$ cat config.mk
export PLATFORM = sky130hd
export DESIGN_NAME = countdown_ctrl
export DESIGN_NICKNAME = d
export VERILOG_FILES = /design/src/rtl/timer_pkg.sv /design/src/rtl/countdown_ctrl.sv
export SDC_FILE = /design/constraint.sdc
export NUM_CORES = 1
export LEC_CHECK = 0
export BUFFER_PORTS_ARGS = -buffer_cell sky130_fd_sc_hd__buf_4
export CORE_MARGIN = 2
export CORE_UTILIZATION = 40
export DETAILED_ROUTE_END_ITERATION = 10
export SYNTH_ARGS = -nofsm -noshare
export SYNTH_HDL_FRONTEND = slang
export SYNTH_SLANG_ARGS = --single-unit
$ cat constraint.sdc
create_clock -name clk -period 2.55 [get_ports clk]
set_input_delay 0.1275 -clock clk [delete_from_list [all_inputs] [get_ports clk]]
set_output_delay 0.1275 -clock clk [all_outputs]
set_load 0.005 [all_outputs]
$ cat src/rtl/timer_pkg.sv
// -----------------------------------------------------------------------------
// timer_pkg
//
// Shared definitions for the countdown timer and the display logic that reads
// its outputs.
//
// Contents:
//   state_t            - controller state encoding (IDLE, RUN, PAUSE, ALARM)
//   TIMER_WIDTH        - default width of the duration / remaining fields
//   TIMER_ALARM_TICKS  - default number of ticks the alarm is held
//   is_busy_state()    - true for the states where a countdown is in progress
// -----------------------------------------------------------------------------
package timer_pkg;

    // Controller states. The encoding is fixed so downstream debug logic can
    // decode a captured state value without a lookup table.
    typedef enum logic [1:0] {
        IDLE  = 2'd0,
        RUN   = 2'd1,
        PAUSE = 2'd2,
        ALARM = 2'd3
    } state_t;

    // Default field width for durations and remaining seconds.
    localparam int TIMER_WIDTH = 8;

    // Default alarm hold time in ticks (legal range 1..255).
    localparam int TIMER_ALARM_TICKS = 5;

    // A countdown is "in progress" while running or paused.
    function automatic logic is_busy_state(input state_t s);
        return (s == RUN) || (s == PAUSE);
    endfunction

endpackage

$ cat src/rtl/countdown_ctrl.sv
// -----------------------------------------------------------------------------
// countdown_ctrl
//
// Countdown timer controller. Accepts a duration (seconds) over a valid/ready
// handshake while idle, counts it down on the 1 Hz tick strobe, supports a
// level-sensitive pause, and on expiry raises a timed alarm before returning
// to idle. `clear` aborts to idle from any state.
//
// Parameters:
//   WIDTH        - width of load_val / remaining
//   ALARM_TICKS  - ticks the alarm stays high before auto-return (1..255)
//
// Ports:
//   clk          in   system clock
//   nrst         in   synchronous active-low reset
//   tick         in   1 Hz strobe, one cycle high per second
//   load_valid   in   load_val is valid
//   load_ready   out  controller accepts a load (idle only)
//   load_val     in   duration in seconds
//   pause        in   level; freezes the countdown while high
//   clear        in   abort to idle
//   ack          in   silences the alarm early
//   remaining    out  seconds left
//   busy         out  running or paused
//   done         out  one-cycle pulse on expiry
//   alarm        out  high throughout the alarm phase
//
// All outputs come straight from flops. The output flops are loaded from the
// *next* state so that they change on the same edge as the state register.
// -----------------------------------------------------------------------------
module countdown_ctrl
    import timer_pkg::*;
#(
    parameter int WIDTH       = TIMER_WIDTH,
    parameter int ALARM_TICKS = TIMER_ALARM_TICKS
) (
    input  logic             clk,
    input  logic             nrst,
    input  logic             tick,
    input  logic             load_valid,
    output logic             load_ready,
    input  logic [WIDTH-1:0] load_val,
    input  logic             pause,
    input  logic             clear,
    input  logic             ack,
    output logic [WIDTH-1:0] remaining,
    output logic             busy,
    output logic             done,
    output logic             alarm
);

    // Constants with explicit widths so comparisons and arithmetic never
    // rely on implicit extension.
    localparam logic [WIDTH-1:0] ZERO_SECS  = WIDTH'(0);
    localparam logic [WIDTH-1:0] ONE_SEC    = WIDTH'(1);
    localparam logic [7:0]       ALARM_ZERO = 8'd0;
    localparam logic [7:0]       ALARM_ONE  = 8'd1;
    // Counter value at which the next tick ends the alarm phase.
    localparam logic [7:0]       ALARM_LAST = 8'(ALARM_TICKS - 1);

    // Registered state and datapath.
    state_t            state_r;
    logic [WIDTH-1:0]  remaining_r;
    logic [7:0]        alarm_cnt_r;
    logic              done_r;
    logic              alarm_r;
    logic              busy_r;
    logic              load_ready_r;

    // Next-state values.
    state_t            state_s;
    logic [WIDTH-1:0]  remaining_s;
    logic [7:0]        alarm_cnt_s;
    logic              done_s;

    // Next-state, next-remaining and expiry-pulse decode.
    always_comb begin
        state_s     = state_r;
        remaining_s = remaining_r;
        alarm_cnt_s = alarm_cnt_r;
        done_s      = 1'b0;

        if (clear) begin
            // Abort wins over everything except reset, including a
            // simultaneous load request in IDLE.
            state_s     = IDLE;
            remaining_s = ZERO_SECS;
            alarm_cnt_s = ALARM_ZERO;
        end else begin
            case (state_r)
                IDLE: begin
                    if (load_valid) begin
                        remaining_s = load_val;
                        if (load_val == ZERO_SECS) begin
                            // Zero duration expires immediately.
                            state_s     = ALARM;
                            alarm_cnt_s = ALARM_ZERO;
                            done_s      = 1'b1;
                        end else begin
                            state_s = RUN;
                        end
                    end else begin
                        state_s = IDLE;
                    end
                end

                RUN: begin
                    if (pause) begin
                        // A tick in the same cycle as entering pause is lost.
                        state_s = PAUSE;
                    end else if (tick) begin
                        // Expire on 1 -> 0. The "<=" also covers an
                        // unreachable zero so the count can never wrap.
                        if (remaining_r <= ONE_SEC) begin
                            remaining_s = ZERO_SECS;
                            state_s     = ALARM;
                            alarm_cnt_s = ALARM_ZERO;
                            done_s      = 1'b1;
                        end else begin
                            remaining_s = remaining_r - ONE_SEC;
                        end
                    end else begin
                        state_s = RUN;
                    end
                end

                PAUSE: begin
                    // Ticks are ignored here, including one coinciding with
                    // the release of pause.
                    if (!pause) begin
                        state_s = RUN;
                    end else begin
                        state_s = PAUSE;
                    end
                end

                ALARM: begin
                    remaining_s = ZERO_SECS;
                    if (ack) begin
                        // Early silence; a concurrent tick is not counted.
                        state_s     = IDLE;
                        alarm_cnt_s = ALARM_ZERO;
                    end else if (tick) begin
                        if (alarm_cnt_r >= ALARM_LAST) begin
                            state_s     = IDLE;
                            alarm_cnt_s = ALARM_ZERO;
                        end else begin
                            alarm_cnt_s = alarm_cnt_r + ALARM_ONE;
                        end
                    end else begin
                        state_s = ALARM;
                    end
                end

                default: begin
                    // Unreachable with a 4-state enum; recover to a safe idle.
                    state_s     = IDLE;
                    remaining_s = ZERO_SECS;
                    alarm_cnt_s = ALARM_ZERO;
                end
            endcase
        end
    end

    // State, datapath and output registers with synchronous active-low reset.
    always_ff @(posedge clk) begin
        if (!nrst) begin
            state_r      <= IDLE;
            remaining_r  <= ZERO_SECS;
            alarm_cnt_r  <= ALARM_ZERO;
            done_r       <= 1'b0;
            alarm_r      <= 1'b0;
            busy_r       <= 1'b0;
            load_ready_r <= 1'b1;
        end else begin
            state_r      <= state_s;
            remaining_r  <= remaining_s;
            alarm_cnt_r  <= alarm_cnt_s;
            done_r       <= done_s;
            alarm_r      <= (state_s == ALARM);
            busy_r       <= is_busy_state(state_s);
            load_ready_r <= (state_s == IDLE);
        end
    end

    assign remaining  = remaining_r;
    assign busy       = busy_r;
    assign done       = done_r;
    assign alarm      = alarm_r;
    assign load_ready = load_ready_r;

endmodule

* Word-level counts from Yosys, hierarchy flattened
Cells that the tools add are included.
** Operators by class
- Reduce and logical (&&, ||, !) cells :: 8
- Equality and inequality tests :: 12
- Multiplexer cells :: 31
- Bitwise gates (word level) :: 1
- $add $sub $neg :: 2
- Magnitude comparators :: 2
** Operators by type and width (count)
- 8-bit 2-to-1 mux :: 12
- 8-bit case mux with 3 select lines :: 2
- 2-bit 2-to-1 mux :: 10
- 2-bit != test, second input constant :: 5
- 8-bit by 1-bit adder with 8-bit output, second input constant :: 1
- 2-bit equality test, second input constant :: 4
- 8-bit by 3-bit >= comparator with 1-bit output, second input constant :: 1
- 8-bit by 1-bit less-or-equal comparator with 1-bit output, second input constant :: 1
- 8-bit logical NOT :: 1
- 2-bit case mux with 4 select lines :: 1
- 8-bit by 1-bit subtractor with 8-bit output, second input constant :: 1
- 7-bit AND reduction :: 1
- 1-bit 2-to-1 mux :: 5
- 2-bit by 1-bit equality test with 1-bit output, second input constant :: 2
- 2-bit logical NOT :: 2
- 4-bit AND reduction :: 1
- 3-bit != test, second input constant :: 1
- 3-bit nonzero test :: 1
- 1-bit case mux with 2 select lines :: 1
- 2-bit OR reduction :: 1
- 1-bit logical OR :: 1
- 1-bit NOT :: 1
** Word-level totals
- Register bits after elaboration :: 22
- Word-level logic and storage cells :: 63
- Output and inout port bits :: 12

* Logic depth before layout (Yosys ltp)
Gate-level depths: netlist of run 1.
- Depth in word-level cells :: 8
- Gate-level depth with buffers :: 8

* Worst setup path before layout of run 1
Ideal clock, no wire load.
- Kind :: register to register
- Start point :: register alarm_cnt_r[2]
- End point :: register busy_r, in the netlist busy
- Arrival time :: 2.095 ns
- Stages on the path, launching flop included :: 7
- Path buffers :: 0
- Required time :: 2.435 ns
- Path slack :: 0.340 ns
- Cell sequence :: dfxtp_1 > or4_1 > nor4_1 > a211oi_1 > or2_2 > ha_1 > and2_1
** On the way
- Word-level cells in the longest chain between the ends :: 8
- Elaborated cells between the ends (all ways) :: 9
- Those cells by class :: order compare: 1; eq/ne: 2; mux: 5; reduce/logical: 1
** Ends and longest elaborated chain
- start: declaration :: RTL line countdown_ctrl.sv:64 : logic [7:0] alarm_cnt_r;
- start signal: assignment :: RTL line countdown_ctrl.sv:178 : alarm_cnt_r <= alarm_cnt_s;
- 8-bit by 3-bit >= comparator with 1-bit output * :: RTL line countdown_ctrl.sv:144 : if (alarm_cnt_r >= ALARM_LAST) begin
- 2-bit 2-to-1 mux * :: RTL line countdown_ctrl.sv:144
- 2-bit 2-to-1 mux * :: RTL line countdown_ctrl.sv:143 : end else if (tick) begin
- 2-bit 2-to-1 mux * :: RTL line countdown_ctrl.sv:139 : if (ack) begin
- 2-bit case mux with 4 select lines * :: RTL line countdown_ctrl.sv:90 : case (state_r)
- 2-bit 2-to-1 mux * :: RTL line countdown_ctrl.sv:83 : if (clear) begin
- 2-bit by 1-bit equality test with 1-bit output or 2-bit equality test (tied branches) :: RTL line timer_pkg.sv:32 : return (s == RUN) || (s == PAUSE);
- 1-bit logical OR * :: RTL line timer_pkg.sv:32
- end signal: assignment :: RTL line countdown_ctrl.sv:181 : busy_r <= is_busy_state(state_s);
- end: declaration :: RTL line countdown_ctrl.sv:67 : logic busy_r;
Mark *: on every way between the ends. The rest lies on a longest branch, timed or not.
A chain may end at the register's enable or synchronous reset.

* Final worst setup path of run 1
- Start point :: register remaining_r[4], in the netlist remaining[4]
- End point :: register busy_r, in the netlist busy
** On the way
- Word-level cells in the longest chain between the ends :: 8
- Elaborated cells between the ends (all ways) :: 9
- Those cells by class :: order compare: 1; eq/ne: 2; mux: 5; reduce/logical: 1
** Ends and longest elaborated chain
- start: declaration :: RTL line countdown_ctrl.sv:63 : logic [WIDTH-1:0] remaining_r;
- start signal: assignment :: RTL line countdown_ctrl.sv:177 : remaining_r <= remaining_s;
- 8-bit by 1-bit less-or-equal comparator with 1-bit output * :: RTL line countdown_ctrl.sv:114 : if (remaining_r <= ONE_SEC) begin
- 2-bit 2-to-1 mux * :: RTL line countdown_ctrl.sv:114
- 2-bit 2-to-1 mux * :: RTL line countdown_ctrl.sv:111 : end else if (tick) begin
- 2-bit 2-to-1 mux * :: RTL line countdown_ctrl.sv:108 : if (pause) begin
- 2-bit case mux with 4 select lines * :: RTL line countdown_ctrl.sv:90
- 2-bit 2-to-1 mux * :: RTL line countdown_ctrl.sv:83
- 2-bit by 1-bit equality test with 1-bit output or 2-bit equality test (tied branches) :: RTL line timer_pkg.sv:32
- 1-bit logical OR * :: RTL line timer_pkg.sv:32
Marked as above.

==> report_table.html, run 1 <==
<table>
<tr><th>Metric</th><th>Value</th></tr>
<tr><th colspan="2">Yosys</th></tr>
<tr><td>Share of flip-flops with an asynchronous set or reset after synthesis</td><td>0</td></tr>
<tr><td>Dominant cell type by area after synthesis</td><td>dfxtp_1</td></tr>
<tr><td>Count of yosys warnings during synthesis</td><td>0</td></tr>
<tr><td>Count of cell types in the netlist</td><td>47</td></tr>
<tr><td>Synth top cells by count</td><td>dfxtp_1, nor2_1, inv_1</td></tr>
<tr><td>Gate count after technology mapping</td><td>155</td></tr>
<tr><td>Number of nets produced by synthesis</td><td>176</td></tr>
<tr><td>Sequential element share of the synthesized area</td><td>0.3311</td></tr>
<tr><td>Count of flip-flops with a built-in enable after synthesis</td><td>0</td></tr>
<tr><td>Portion of synthesized cell area occupied by the leading cell type</td><td>0.3311</td></tr>
<tr><td>Syn_area_per_cell</td><td>8.581 µm²</td></tr>
<tr><td>Leading cell types by total area after synthesis</td><td>dfxtp_1, ha_1, a32o_1, a211oi_1, nor2_1</td></tr>
<tr><td>Library cell with the highest instance count after synthesis</td><td>dfxtp_1</td></tr>
<tr><td>Commonest register cell after synthesis</td><td>dfxtp_1</td></tr>
<tr><td>Cell area after synthesis</td><td>1330 µm²</td></tr>
<tr><td>Synthesis-stage register bit count</td><td>22</td></tr>
<tr><th colspan="2">Global routing</th></tr>
<tr><td>Antenna violations before repair</td><td>0</td></tr>
<tr><td>GRT overflow</td><td>0</td></tr>
<tr><td>First-pass GRT wire length</td><td>5554 µm</td></tr>
<tr><td>Number of global-route vias before repair</td><td>1198</td></tr>
<tr><td>Pin count of the biggest net entering global routing</td><td>21</td></tr>
<tr><td>Total global-route track usage</td><td>0.1962</td></tr>
<tr><th colspan="2">STA</th></tr>
<tr><td>Clock skew after layout</td><td>0.005485 ns</td></tr>
<tr><td>Slew at the pin with the worst max-slew slack</td><td>0.6116 ns</td></tr>
<tr><td>Final-report hold violation count</td><td>0</td></tr>
<tr><td>Achievable frequency</td><td>438.3 MHz</td></tr>
<tr><td>Clock period minus final worst setup slack</td><td>2.282 ns</td></tr>
<tr><td>Number of max-slew violations in the final report</td><td>0</td></tr>
<tr><td>Share of the cycle needed by the critical path after routing</td><td>0.8948</td></tr>
<tr><td>Setup violators final</td><td>0</td></tr>
<tr><td>Max-Slew Margin vs Limit</td><td>0.5917</td></tr>
<tr><td>Total Negative Setup Slacks</td><td>0 ns</td></tr>
<tr><td>Setup repair after global routing missed its margin</td><td>no</td></tr>
<tr><th colspan="2">Clock network</th></tr>
<tr><td>Maximum number of buffers from clock root to sink</td><td>2</td></tr>
<tr><td>Max H-tree Level</td><td>1</td></tr>
<tr><td>CTS buffer count</td><td>3</td></tr>
<tr><td>Number of setup buffers added after CTS</td><td>0</td></tr>
<tr><td>Cell at the root of the clock tree</td><td>clkbuf_4</td></tr>
<tr><td>Clock sink count</td><td>22</td></tr>
<tr><td>TritonCTS clock tree</td><td>built</td></tr>
<tr><td>Clk Latency, worst-skew pair</td><td>0.32 ns</td></tr>
<tr><td>Register clock-pin slew on the reported worst setup and hold paths</td><td>0.13 ns</td></tr>
<tr><th colspan="2">Floorplanning</th></tr>
<tr><td>Starting density of the core</td><td>0.4286</td></tr>
<tr><td>Die footprint</td><td>3803 µm²</td></tr>
<tr><td>Ports</td><td>27</td></tr>
<tr><td>Die extent in x</td><td>61.67 µm</td></tr>
<tr><td>Std-Cell Core Area</td><td>3103 µm²</td></tr>
<tr><td>Die outline height</td><td>61.67 µm</td></tr>
<tr><td>Std-Cell Rows</td><td>20</td></tr>
<tr><th colspan="2">Detailed routing</th></tr>
<tr><td>Number of routed nets with antenna violations</td><td>0</td></tr>
<tr><td>1st-iter DRT viols</td><td>75</td></tr>
<tr><td>Total routed wirelength</td><td>3336 µm</td></tr>
<tr><td>Drc violations</td><td>0</td></tr>
<tr><td>DRT Pass-1 Iters</td><td>4</td></tr>
<tr><td>Via count normalized by instance count</td><td>5.751</td></tr>
<tr><td>Vias</td><td>1294</td></tr>
<tr><td>Post-DR wirelength/cell</td><td>14.83 µm</td></tr>
<tr><th colspan="2">Layout</th></tr>
<tr><td>FILL cells</td><td>336</td></tr>
<tr><td>Antenna cells</td><td>0</td></tr>
<tr><td>Final Non-Filler Cells</td><td>225</td></tr>
<tr><td>P&amp;R area growth vs syn</td><td>20.32%</td></tr>
<tr><td>Post-route design area</td><td>1600 µm²</td></tr>
<tr><td>Ratio of cells with drive above 1 in the final layout</td><td>0.2155</td></tr>
<tr><td>Fin nets</td><td>203</td></tr>
<tr><th colspan="2">Setup path</th></tr>
<tr><td>Critical path class</td><td>flip-flop to flip-flop</td></tr>
<tr><td>Register-to-Register Setup Slack</td><td>0.27 ns</td></tr>
<tr><td>Critical Path Sink Type</td><td>flip-flop</td></tr>
<tr><td>Crit start category</td><td>flip-flop</td></tr>
<tr><td>Worst-path maximum fanout</td><td>9</td></tr>
<tr><td>Critical path data arrival time</td><td>2.51 ns</td></tr>
<tr><td>Required time of the critical path</td><td>2.78 ns</td></tr>
<tr><th colspan="2">Power</th></tr>
<tr><td>Maximum resistive drop on vdd</td><td>194.6 µV</td></tr>
<tr><td>Areal power density over the cells</td><td>449.2 nW/µm²</td></tr>
<tr><td>Leakage power of the design</td><td>0.6442 nW</td></tr>
<tr><th colspan="2">Min path</th></tr>
<tr><td>Hold Crit Class</td><td>primary input to flip-flop</td></tr>
<tr><th colspan="2">Outcome</th></tr>
<tr><td>Result of the run</td><td>finished, final reports clean</td></tr>
<tr><th colspan="2">Place</th></tr>
<tr><td>Gp weighted congestion</td><td>0.8129</td></tr>
<tr><td>Number of placed cells counting well taps</td><td>220</td></tr>
<tr><td>Count of buffers from port buffering</td><td>26</td></tr>
<tr><td>Estimated wirelength of the detail-placed design</td><td>2510 µm</td></tr>
<tr><td>Total cell area at the placement stage</td><td>1554 µm²</td></tr>
<tr><th colspan="2">Flow run</th></tr>
<tr><td>Max Cap Viol</td><td>0</td></tr>
</table>
critical path, stage by stage (launching register included):
cell and delay [ns]:
dfxtp_1 0.41, or4_4 0.58, nor4_1 0.38, o211ai_1 0.20
o22a_1 0.22, ha_1 0.26, and2_1 0.15
cell families (layout without fill, tap and decap cells):
logic type,count (synthesis),after routing,synth area share
flops,22,22,0.3311
buf+inv,16,42,0.05927
simple gates,59,59,0.2483
fa+ha+maj,6,6,0.05644
compound gates,51,51,0.2973
mux,1,1,0.007526
worst paths after layout:
| check | cells past startpoint | from | end |
|---|---|---|---|
| max | 6 | remaining[4] | busy |
| min | 3 | load_val[1] | remaining[1] |
| max reg2reg | 6 | remaining[4] | busy |
| min reg2reg | 2 | alarm_cnt_r[3] | alarm_cnt_r[3] |
layout make-up:
class | instances | area, µm² | share of cell area
multi-input combinational | 117 | 810.8 | 0.5066
inverter | 8 | 30.03 | 0.01876
clock buffer | 4 | 36.28 | 0.02267
tap | 44 | 55.05 | 0.03440
sequential | 22 | 440.4 | 0.2752
timing repair buffer | 30 | 227.7 | 0.1423
state kept, by name, summed over array words and instances (netlist names):
name and flops:
alarm_cnt_r 8, alarm 1, load_ready 1, busy 1
remaining 8, state_r 2, done 1
layout by cell type, fill, tap and decap left out, drive strengths merged, types with 2 or more instances in the layout:
cell type	n
buf	29
dfxtp	22
nor2	12
inv	8
o21ai	8
nand2	6
nand3	6
a211oi	6
a32o	6
ha	6
nor4	5
nor2b	4
nand2b	4
or4	4
clkbuf	4
nand4	3
or2	3
o22ai	3
a31oi	3
nor3	3
o2bb2ai	3
a21oi	3
o31ai	3
a21o	2
and3	2
o211ai	2
o22a	2
nand3b	2
a41oi	2
and2	2
where the power goes:
part           internal (mW)  switching, mW
Clock                 0.0874          0.113
Combinational         0.0717         0.0797
Sequential             0.353         0.0141
timing repair:
| item | 4_1_cts | 5_1_grt |
|---|---|---|
| hold endpoints to repair | 1 | 0 |
| hold buffers | 1 | 0 |
| resized for setup | 0 | 0 |
per-stage QoR:
stage,hold slack (ns),worst slack [ns],util,power [mW]
final,0.1072,0.2684,0.5157,0.7189
after floorplan,0.2005,0.3405,-,0.4679
after CTS,0.1062,0.2424,0.5157,0.7226
after detailed placement,0.3441,0.2320,0.5008,0.5229
after global routing,0.1418,0.1194,0.5157,0.7514
after global placement,0.3296,0.2754,0.5008,0.5221
metal layers:
| layer | vias to the layer above | wire length [µm] | GRT usage |
|---|---|---|---|
| li1 | 649 | - | - |
| met1 | 613 | 1567 | 0.2573 |
| met2 | 27 | 1595 | 0.3248 |
| met3 | 5 | 131 | 0.03151 |
| met4 | 0 | 41 | 0.06991 |
| met5 | - | 0 | 0 |
No activity file was read; power rests on OpenSTA's default activity.
==> run 2: changes to the inputs <==
--- a/config.mk
+++ b/config.mk
@@ -9,6 +9,7 @@
 export CORE_MARGIN = 2
 export CORE_UTILIZATION = 40
 export DETAILED_ROUTE_END_ITERATION = 10
+export PLACE_DENSITY = 0.68
 export SYNTH_ARGS = -nofsm -noshare
 export SYNTH_HDL_FRONTEND = slang
 export SYNTH_SLANG_ARGS = --single-unit
==> run 2 against run 1 <==
Net effect: sequential share of layout area is 0.11 points higher; sequential power hardly changed; first-iteration DRC count is 40% higher; non-clock buffer count is 1 higher; global-route usage is 0.55 points higher; core utilization is 0.20 points lower; combinational power hardly changed; clock power is 19% lower; critical endpoint unchanged; largest cell class unchanged; largest power group unchanged.
==> report_table.html, run 2 (synthesized netlist as in run 1, its figures left out) <==
<table>
<tr><th>Metric</th><th>Value</th></tr>
<tr><th colspan="2">Floorplanning</th></tr>
<tr><td>Ports</td><td>27 (unchanged)</td></tr>
<tr><td>Die footprint</td><td>3803 µm² (unchanged)</td></tr>
<tr><td>Std-Cell Rows</td><td>20 (unchanged)</td></tr>
<tr><td>Die outline height</td><td>61.67 µm (unchanged)</td></tr>
<tr><td>Starting density of the core</td><td>0.4286 (unchanged)</td></tr>
<tr><td>Std-Cell Core Area</td><td>3103 µm² (unchanged)</td></tr>
<tr><td>Die extent in x</td><td>61.67 µm (unchanged)</td></tr>
<tr><th colspan="2">Detailed routing</th></tr>
<tr><td>DRT Pass-1 Iters</td><td>4 (unchanged)</td></tr>
<tr><td>Drc violations</td><td>0 (unchanged)</td></tr>
<tr><td>1st-iter DRT viols</td><td>105 (+40%)</td></tr>
<tr><td>Number of routed nets with antenna violations</td><td>0 (unchanged)</td></tr>
<tr><td>Total routed wirelength</td><td>3285 µm (-1.5%)</td></tr>
<tr><td>Post-DR wirelength/cell</td><td>14.60 µm (-1.5%)</td></tr>
<tr><td>Vias</td><td>1304 (+0.77%)</td></tr>
<tr><td>Via count normalized by instance count</td><td>5.796 (+0.77%)</td></tr>
<tr><th colspan="2">Min path</th></tr>
<tr><td>Hold Crit Class</td><td>primary input to flip-flop</td></tr>
<tr><td>Number of cells on the worst hold path</td><td>3 (unchanged)</td></tr>
<tr><th colspan="2">Power</th></tr>
<tr><td>Areal power density over the cells</td><td>428.0 nW/µm² (-4.7%)</td></tr>
<tr><td>Switching power summed over all nets</td><td>0.2015 mW (-2.6%)</td></tr>
<tr><td>Sequential group share of total power</td><td>0.536 (+0.025)</td></tr>
<tr><td>P_int</td><td>0.4807 mW (-6.1%)</td></tr>
<tr><td>Maximum resistive drop on vdd</td><td>176.1 µV (-9.5%)</td></tr>
<tr><td>Power share of the combinational group</td><td>0.225 (+0.014)</td></tr>
<tr><td>Proportion of total power due to net switching</td><td>0.2953 (+0.007584)</td></tr>
<tr><td>Fraction of power consumed by the clock network</td><td>0.239 (-0.040)</td></tr>
<tr><td>Leakage power of the design</td><td>0.6423 nW (-0.30%)</td></tr>
<tr><th colspan="2">STA</th></tr>
<tr><td>Final-report hold violation count</td><td>0 (unchanged)</td></tr>
<tr><td>Max-Slew Margin vs Limit</td><td>0.6951 (+0.1034)</td></tr>
<tr><td>Slew at the pin with the worst max-slew slack</td><td>0.4531 ns (-0.1585 ns)</td></tr>
<tr><td>Share of the cycle needed by the critical path after routing</td><td>0.9287 (+0.03393)</td></tr>
<tr><td>Total Negative Setup Slacks</td><td>0 ns (unchanged)</td></tr>
<tr><td>Setup repair after global routing missed its margin</td><td>no</td></tr>
<tr><td>Clock period minus final worst setup slack</td><td>2.368 ns (+0.08652 ns)</td></tr>
<tr><td>Achievable frequency</td><td>422.3 MHz (-3.7%)</td></tr>
<tr><td>Setup violators final</td><td>0 (unchanged)</td></tr>
<tr><td>Clock skew after layout</td><td>0.002845 ns (-0.002641 ns)</td></tr>
<tr><td>Number of max-slew violations in the final report</td><td>0 (unchanged)</td></tr>
<tr><td>Worst Setup Slack, final</td><td>0.1818 ns (-0.08652 ns)</td></tr>
<tr><th colspan="2">Layout</th></tr>
<tr><td>Most used cells in the layout excluding fill and tap cells</td><td>buf_4, dfxtp_1, nor2_1, inv_1, o21ai_0</td></tr>
<tr><td>Ratio of cells with drive above 1 in the final layout</td><td>0.2155 (unchanged)</td></tr>
<tr><td>P&amp;R area growth vs syn</td><td>19.85%</td></tr>
<tr><td>Antenna cells</td><td>0 (unchanged)</td></tr>
<tr><td>Most frequent standard cell in the layout excluding fill and tap cells</td><td>buf_4</td></tr>
<tr><td>Fin nets</td><td>204 (+0.49%)</td></tr>
<tr><th colspan="2">Setup path</th></tr>
<tr><td>Count of buffer and inverter cells on the critical path</td><td>0 (unchanged)</td></tr>
<tr><td>Register-to-Register Setup Slack</td><td>0.18 ns (-0.09 ns)</td></tr>
<tr><td>Slowest stage cell on the critical path</td><td>or4_4</td></tr>
<tr><td>Path length in cells of the critical path</td><td>6 (unchanged)</td></tr>
<tr><td>Critical path data arrival time</td><td>2.59 ns (+0.08 ns)</td></tr>
<tr><td>Critical path class</td><td>flip-flop to flip-flop</td></tr>
<tr><td>Ordered cell list for the critical path</td><td>or4_4, nor4_1, o211ai_1, o22a_1, ha_1, and2_1</td></tr>
<tr><td>Crit start category</td><td>flip-flop</td></tr>
<tr><td>CP delay by family, top</td><td>simple AND/OR/NAND/NOR gates</td></tr>
<tr><td>Longest individual stage delay on the worst path</td><td>0.58 ns (about the same)</td></tr>
<tr><td>Required time of the critical path</td><td>2.77 ns (about the same)</td></tr>
<tr><td>Worst-path maximum fanout</td><td>9 (unchanged)</td></tr>
<tr><td>Cell depth of the worst flop-to-flop path</td><td>6 (unchanged)</td></tr>
<tr><td>Critical Path Sink Type</td><td>flip-flop</td></tr>
<tr><th colspan="2">Global routing</th></tr>
<tr><td>GRT overflow</td><td>0 (unchanged)</td></tr>
<tr><td>Pin count of the biggest net entering global routing</td><td>15 (-29%)</td></tr>
<tr><td>Antenna violations before repair</td><td>0 (unchanged)</td></tr>
<tr><td>First-pass GRT wire length</td><td>5713 µm (+2.9%)</td></tr>
<tr><td>Number of global-route vias before repair</td><td>1156 (-3.5%)</td></tr>
<tr><td>Total global-route track usage</td><td>0.2017 (+0.005495)</td></tr>
<tr><th colspan="2">Place</th></tr>
<tr><td>Count of buffers from port buffering</td><td>26 (unchanged)</td></tr>
<tr><td>Post-place setup slack</td><td>0.2441 ns (+0.01208 ns)</td></tr>
<tr><td>Estimated wirelength of the detail-placed design</td><td>2364 µm (-5.8%)</td></tr>
<tr><td>Gp weighted congestion</td><td>0.8772 (+7.9%)</td></tr>
<tr><th colspan="2">Clock network</th></tr>
<tr><td>TritonCTS clock tree</td><td>built</td></tr>
<tr><td>Clk Latency, worst-skew pair</td><td>0.31 ns (about the same)</td></tr>
<tr><td>CTS buffer count</td><td>3 (unchanged)</td></tr>
<tr><td>Max H-tree Level</td><td>1 (unchanged)</td></tr>
<tr><td>Clock sink count</td><td>22 (unchanged)</td></tr>
<tr><td>Cell at the root of the clock tree</td><td>clkbuf_4</td></tr>
<tr><td>Maximum number of buffers from clock root to sink</td><td>2 (unchanged)</td></tr>
<tr><td>Register clock-pin slew on the reported worst setup and hold paths</td><td>0.12 ns (about the same)</td></tr>
<tr><td>Number of setup buffers added after CTS</td><td>0 (unchanged)</td></tr>
<tr><th colspan="2">Flow run</th></tr>
<tr><td>Max Cap Viol</td><td>0 (unchanged)</td></tr>
<tr><th colspan="2">Outcome</th></tr>
<tr><td>Result of the run</td><td>finished, final reports clean</td></tr>
</table>
==> run 2: cell types whose count changed in the layout (fill, tap and decap cells not counted), sizes merged <==
cell,before,now
clkbuf,4,3
buf,29,30
==> run 2: power by group through the flow <==
stage / clock (mW) / sequential [mW] / combinational (mW)
floorplan: 0 / 0.368 / 0.0995
global placement: 0 / 0.372 / 0.149
detailed placement: 0 / 0.373 / 0.150
CTS: 0.171 / 0.365 / 0.152
global route: 0.188 / 0.368 / 0.171
finish: 0.163 / 0.365 / 0.154
==> run 2: final cells by class <==
cell class | count | area, µm²
Fill cell | 313 | 1509
Multi-Input combinational cell | 117 | 810.8
Sequential cell | 22 | 440.4
Timing Repair Buffer | 31 | 235.2
Tap cell | 44 | 55.05
Inverter | 8 | 30.03
Clock buffer | 3 | 22.52
==> run 2: per-layer routing <==
| layer | GRT usage | part of all wire |
|---|---|---|
| met5 | 0 | 0 |
| met4 | 0.07599 | 0.011 |
| met3 | 0.03151 | 0.036 |
| met2 | 0.3038 | 0.47 |
| met1 | 0.2886 | 0.48 |
==> run 2: per-stage QoR <==
| stage | util | power, mW | hold WS (ns) | std cells | cell area (µm²) |
|---|---|---|---|---|---|
| 3_3_place_gp | 0.5032 | 0.5214 | 0.3312 | 221 | 1562 |
| 6_report | 0.5137 | 0.6822 | 0.1154 | 225 | 1594 |
| 5_1_grt | 0.5137 | 0.7275 | 0.1321 | 225 | 1594 |
| 4_1_cts | 0.5137 | 0.6885 | 0.1076 | 225 | 1594 |
| 3_5_place_dp | 0.5032 | 0.5232 | 0.3345 | 221 | 1562 |
| 2_1_floorplan | - | 0.4679 | 0.2005 | 155 | 1330 |
==> run 2: final timing paths <==
kind	start	to
setup / recovery	remaining[4]	busy
hold / removal	load_val[1]	remaining[1]
setup reg to reg	remaining[4]	busy
hold reg to reg	alarm_cnt_r[1]	alarm_cnt_r[1]
==> run 2: tightest hold or removal path: cells and delay by family <==
kind,cells,cell delay [ns]
compound gates,2,0.18
buf+inv,1,0.08
==> run 2: what timing repair did <==
action	in CTS	in global routing
hold endpoints to repair	1	0
gates resized for setup	0	0
hold buffers	1	0
==> run 3: changes to the inputs <==
--- a/config.mk
+++ b/config.mk
@@ -5,7 +5,7 @@
 export SDC_FILE = /design/constraint.sdc
 export NUM_CORES = 1
 export LEC_CHECK = 0
-export BUFFER_PORTS_ARGS = -buffer_cell sky130_fd_sc_hd__buf_4
+export BUFFER_PORTS_ARGS = -buffer_cell sky130_fd_sc_hd__buf_2
 export CORE_MARGIN = 2
 export CORE_UTILIZATION = 40
 export DETAILED_ROUTE_END_ITERATION = 10
==> run 3 against run 2 <==
Net effect: setup slack better by 0.050 ns; sequential power about the same; via count up 0.15%; global-route usage down 1.3 points; combinational power down 7%; critical path depth unchanged; largest cell class unchanged; highest routed layer unchanged; power up 4.5%; register-to-register slack better by 0.05 ns; sequential share of layout area up 0.92 points.
==> report_table.html, run 3 (synthesized netlist as in run 1, its figures left out) <==
<table>
<tr><th>Metric</th><th>Value</th></tr>
<tr><th colspan="2">Outcome</th></tr>
<tr><td>Result of the run</td><td>finished, final reports clean</td></tr>
<tr><th colspan="2">Power</th></tr>
<tr><td>Power consumption</td><td>0.7131 mW (+4.5%)</td></tr>
<tr><td>Maximum resistive drop on vdd</td><td>360.0 µV (+100%)</td></tr>
<tr><td>Areal power density over the cells</td><td>462.2 nW/µm² (+8.0%)</td></tr>
<tr><td>Leakage power of the design</td><td>0.6358 nW (-1.0%)</td></tr>
<tr><th colspan="2">Layout</th></tr>
<tr><td>Most frequent standard cell in the layout excluding fill and tap cells</td><td>buf_2</td></tr>
<tr><td>Ratio of cells with drive above 1 in the final layout</td><td>0.2198 (+0.004311)</td></tr>
<tr><td>Antenna cells</td><td>0 (unchanged)</td></tr>
<tr><td>Post-route core utilization</td><td>0.4972 (-0.01653)</td></tr>
<tr><td>Most used cells in the layout excluding fill and tap cells</td><td>buf_2, dfxtp_1, nor2_1, inv_1, o21ai_0</td></tr>
<tr><td>P&amp;R area growth vs syn</td><td>15.99%</td></tr>
<tr><td>Fin nets</td><td>204 (unchanged)</td></tr>
<tr><td>Post-route design area</td><td>1543 µm² (-3.2%)</td></tr>
<tr><th colspan="2">Detailed routing</th></tr>
<tr><td>Vias</td><td>1306 (+0.15%)</td></tr>
<tr><td>DRT Pass-1 Iters</td><td>4 (unchanged)</td></tr>
<tr><td>Drc violations</td><td>0 (unchanged)</td></tr>
<tr><td>Post-DR wirelength/cell</td><td>14.28 µm (-2.2%)</td></tr>
<tr><td>Number of routed nets with antenna violations</td><td>0 (unchanged)</td></tr>
<tr><td>1st-iter DRT viols</td><td>112 (+6.7%)</td></tr>
<tr><td>Via count normalized by instance count</td><td>5.779 (-0.29%)</td></tr>
<tr><td>Total routed wirelength</td><td>3227 µm (-1.8%)</td></tr>
<tr><th colspan="2">Place</th></tr>
<tr><td>Gp weighted congestion</td><td>0.8832 (+0.68%)</td></tr>
<tr><td>Total cell area at the placement stage</td><td>1496 µm² (-4.2%)</td></tr>
<tr><td>Count of buffers from port buffering</td><td>26 (unchanged)</td></tr>
<tr><td>Estimated wirelength of the detail-placed design</td><td>2411 µm (+2.0%)</td></tr>
<tr><th colspan="2">Setup path</th></tr>
<tr><td>Ordered cell list for the critical path</td><td>or4_4, nor4_1, o211ai_1, o22a_1, ha_1, and2_1</td></tr>
<tr><td>Critical Path Sink Type</td><td>flip-flop</td></tr>
<tr><td>Reg-to-Reg Start</td><td>remaining[4]</td></tr>
<tr><td>End point of the critical path</td><td>busy</td></tr>
<tr><td>Slowest stage cell on the critical path</td><td>or4_4</td></tr>
<tr><td>Longest individual stage delay on the worst path</td><td>0.58 ns (about the same)</td></tr>
<tr><td>Crit start category</td><td>flip-flop</td></tr>
<tr><td>Count of buffer and inverter cells on the critical path</td><td>0 (unchanged)</td></tr>
<tr><td>Worst-path maximum fanout</td><td>9 (unchanged)</td></tr>
<tr><td>Worst Setup SP</td><td>remaining[4]</td></tr>
<tr><td>Path length in cells of the critical path</td><td>6 (unchanged)</td></tr>
<tr><td>End of the worst register-to-register path</td><td>busy</td></tr>
<tr><td>Cell depth of the worst flop-to-flop path</td><td>6 (unchanged)</td></tr>
<tr><td>Critical path class</td><td>flip-flop to flip-flop</td></tr>
<tr><td>Required time of the critical path</td><td>2.79 ns (+0.02 ns)</td></tr>
<tr><td>Critical path data arrival time</td><td>2.55 ns (-0.04 ns)</td></tr>
<tr><td>CP delay by family, top</td><td>simple AND/OR/NAND/NOR gates</td></tr>
<tr><td>Register-to-Register Setup Slack</td><td>0.23 ns (+0.05 ns)</td></tr>
<tr><th colspan="2">Global routing</th></tr>
<tr><td>Pin count of the biggest net entering global routing</td><td>15 (unchanged)</td></tr>
<tr><td>Antenna violations before repair</td><td>0 (unchanged)</td></tr>
<tr><td>First-pass GRT wire length</td><td>5409 µm (-5.3%)</td></tr>
<tr><td>Number of global-route vias before repair</td><td>1229 (+6.3%)</td></tr>
<tr><td>Total global-route track usage</td><td>0.1888 (-0.01288)</td></tr>
<tr><td>GRT overflow</td><td>0 (unchanged)</td></tr>
<tr><th colspan="2">Floorplanning</th></tr>
<tr><td>Std-Cell Rows</td><td>20 (unchanged)</td></tr>
<tr><td>Ports</td><td>27 (unchanged)</td></tr>
<tr><td>Starting density of the core</td><td>0.4286 (unchanged)</td></tr>
<tr><td>Die footprint</td><td>3803 µm² (unchanged)</td></tr>
<tr><td>Die outline height</td><td>61.67 µm (unchanged)</td></tr>
<tr><td>Std-Cell Core Area</td><td>3103 µm² (unchanged)</td></tr>
<tr><td>Die extent in x</td><td>61.67 µm (unchanged)</td></tr>
<tr><th colspan="2">Min path</th></tr>
<tr><td>Hold Crit Class</td><td>primary input to flip-flop</td></tr>
<tr><th colspan="2">STA</th></tr>
<tr><td>Clock skew after layout</td><td>0.009130 ns (+0.006286 ns)</td></tr>
<tr><td>Setup violators final</td><td>0 (unchanged)</td></tr>
<tr><td>Share of the cycle needed by the critical path after routing</td><td>0.9091 (-0.01962)</td></tr>
<tr><td>Max-Slew Margin vs Limit</td><td>0.6986 (+0.003505)</td></tr>
<tr><td>Final-report hold violation count</td><td>0 (unchanged)</td></tr>
<tr><td>Number of max-slew violations in the final report</td><td>0 (unchanged)</td></tr>
<tr><td>Total Negative Setup Slacks</td><td>0 ns (unchanged)</td></tr>
<tr><td>Hold Worst Slack</td><td>0.1021 ns (-0.01324 ns)</td></tr>
<tr><td>Clock period minus final worst setup slack</td><td>2.318 ns (-0.05002 ns)</td></tr>
<tr><td>Setup repair after global routing missed its margin</td><td>no</td></tr>
<tr><td>Achievable frequency</td><td>431.4 MHz (+2.2%)</td></tr>
<tr><td>Slew at the pin with the worst max-slew slack</td><td>0.4479 ns (-0.005209 ns)</td></tr>
<tr><th colspan="2">Clock network</th></tr>
<tr><td>CTS buffer count</td><td>3 (unchanged)</td></tr>
<tr><td>Cell at the root of the clock tree</td><td>clkbuf_4</td></tr>
<tr><td>TritonCTS clock tree</td><td>built</td></tr>
<tr><td>Max H-tree Level</td><td>1 (unchanged)</td></tr>
<tr><td>Clock sink count</td><td>22 (unchanged)</td></tr>
<tr><td>Maximum number of buffers from clock root to sink</td><td>2 (unchanged)</td></tr>
<tr><td>Register clock-pin slew on the reported worst setup and hold paths</td><td>0.14 ns (+0.02 ns)</td></tr>
<tr><td>Clk Latency, worst-skew pair</td><td>0.32 ns (about the same)</td></tr>
<tr><th colspan="2">Flow run</th></tr>
<tr><td>Max Cap Viol</td><td>0 (unchanged)</td></tr>
</table>
[run 3: cell count changes in the layout (fill, tap and decap cells not counted), sizes merged]
cell    previous run  this run
clkbuf             3         4
[run 3: worst min-delay path, delay by kind of cell]
kind,cells,cell delay [ns]
AO/OA/AOI/OAI,2,0.18
buffers and inverters,1,0.09
[run 3: how the worst min path moves through the flow]
stage,start,cells after the start,endpoint,slack (ns)
floorplan,nrst,1,load_ready,0.20
global placement,nrst,2,load_ready,0.34
detailed placement,nrst,2,load_ready,0.35
CTS,nrst,2,load_ready,0.001
global route,load_val[3],3,remaining[3],0.15
finish,load_val[1],3,remaining[1],0.10
[run 3: cell type report]
cell class                 instances  area [µm²]
fill                             301        1560
sequential                        22       440.4
inverter                           8       30.03
tap                               44       55.05
multi-input combinational        117       810.8
timing repair buffer              31       170.2
clock buffer                       4       36.28
[run 3: per-stage QoR]
step | cells | worst slack, ns
floorplan | 155 | 0.3405
global placement | 221 | 0.3007
detailed placement | 221 | 0.2577
CTS | 225 | 0.2355
global route | 226 | 0.09332
finish | 226 | 0.2319
[run 3: routing by layer]
layer / share of wire / vias up / track usage / wire length [µm]
li1: - / 660 / - / -
met3: 0.059 / 2 / 0.03992 / 189
met4: 0.0059 / 0 / 0.04559 / 19
met2: 0.48 / 41 / 0.3188 / 1551
met1: 0.45 / 603 / 0.2456 / 1467
met5: 0 / - / 0 / 0
[run 3: what timing repair did]
item	CTS	global route
endpoints found under the hold margin	0	1
endpoints found under the setup margin	0	0
setup buffers	0	0
resized for setup	0	0
hold buffers	0	1
[run 3: where the power goes]
group | internal [mW] | switching (mW)
sequential | 0.353 | 0.0118
clock | 0.0874 | 0.118
combinational | 0.0625 | 0.0807
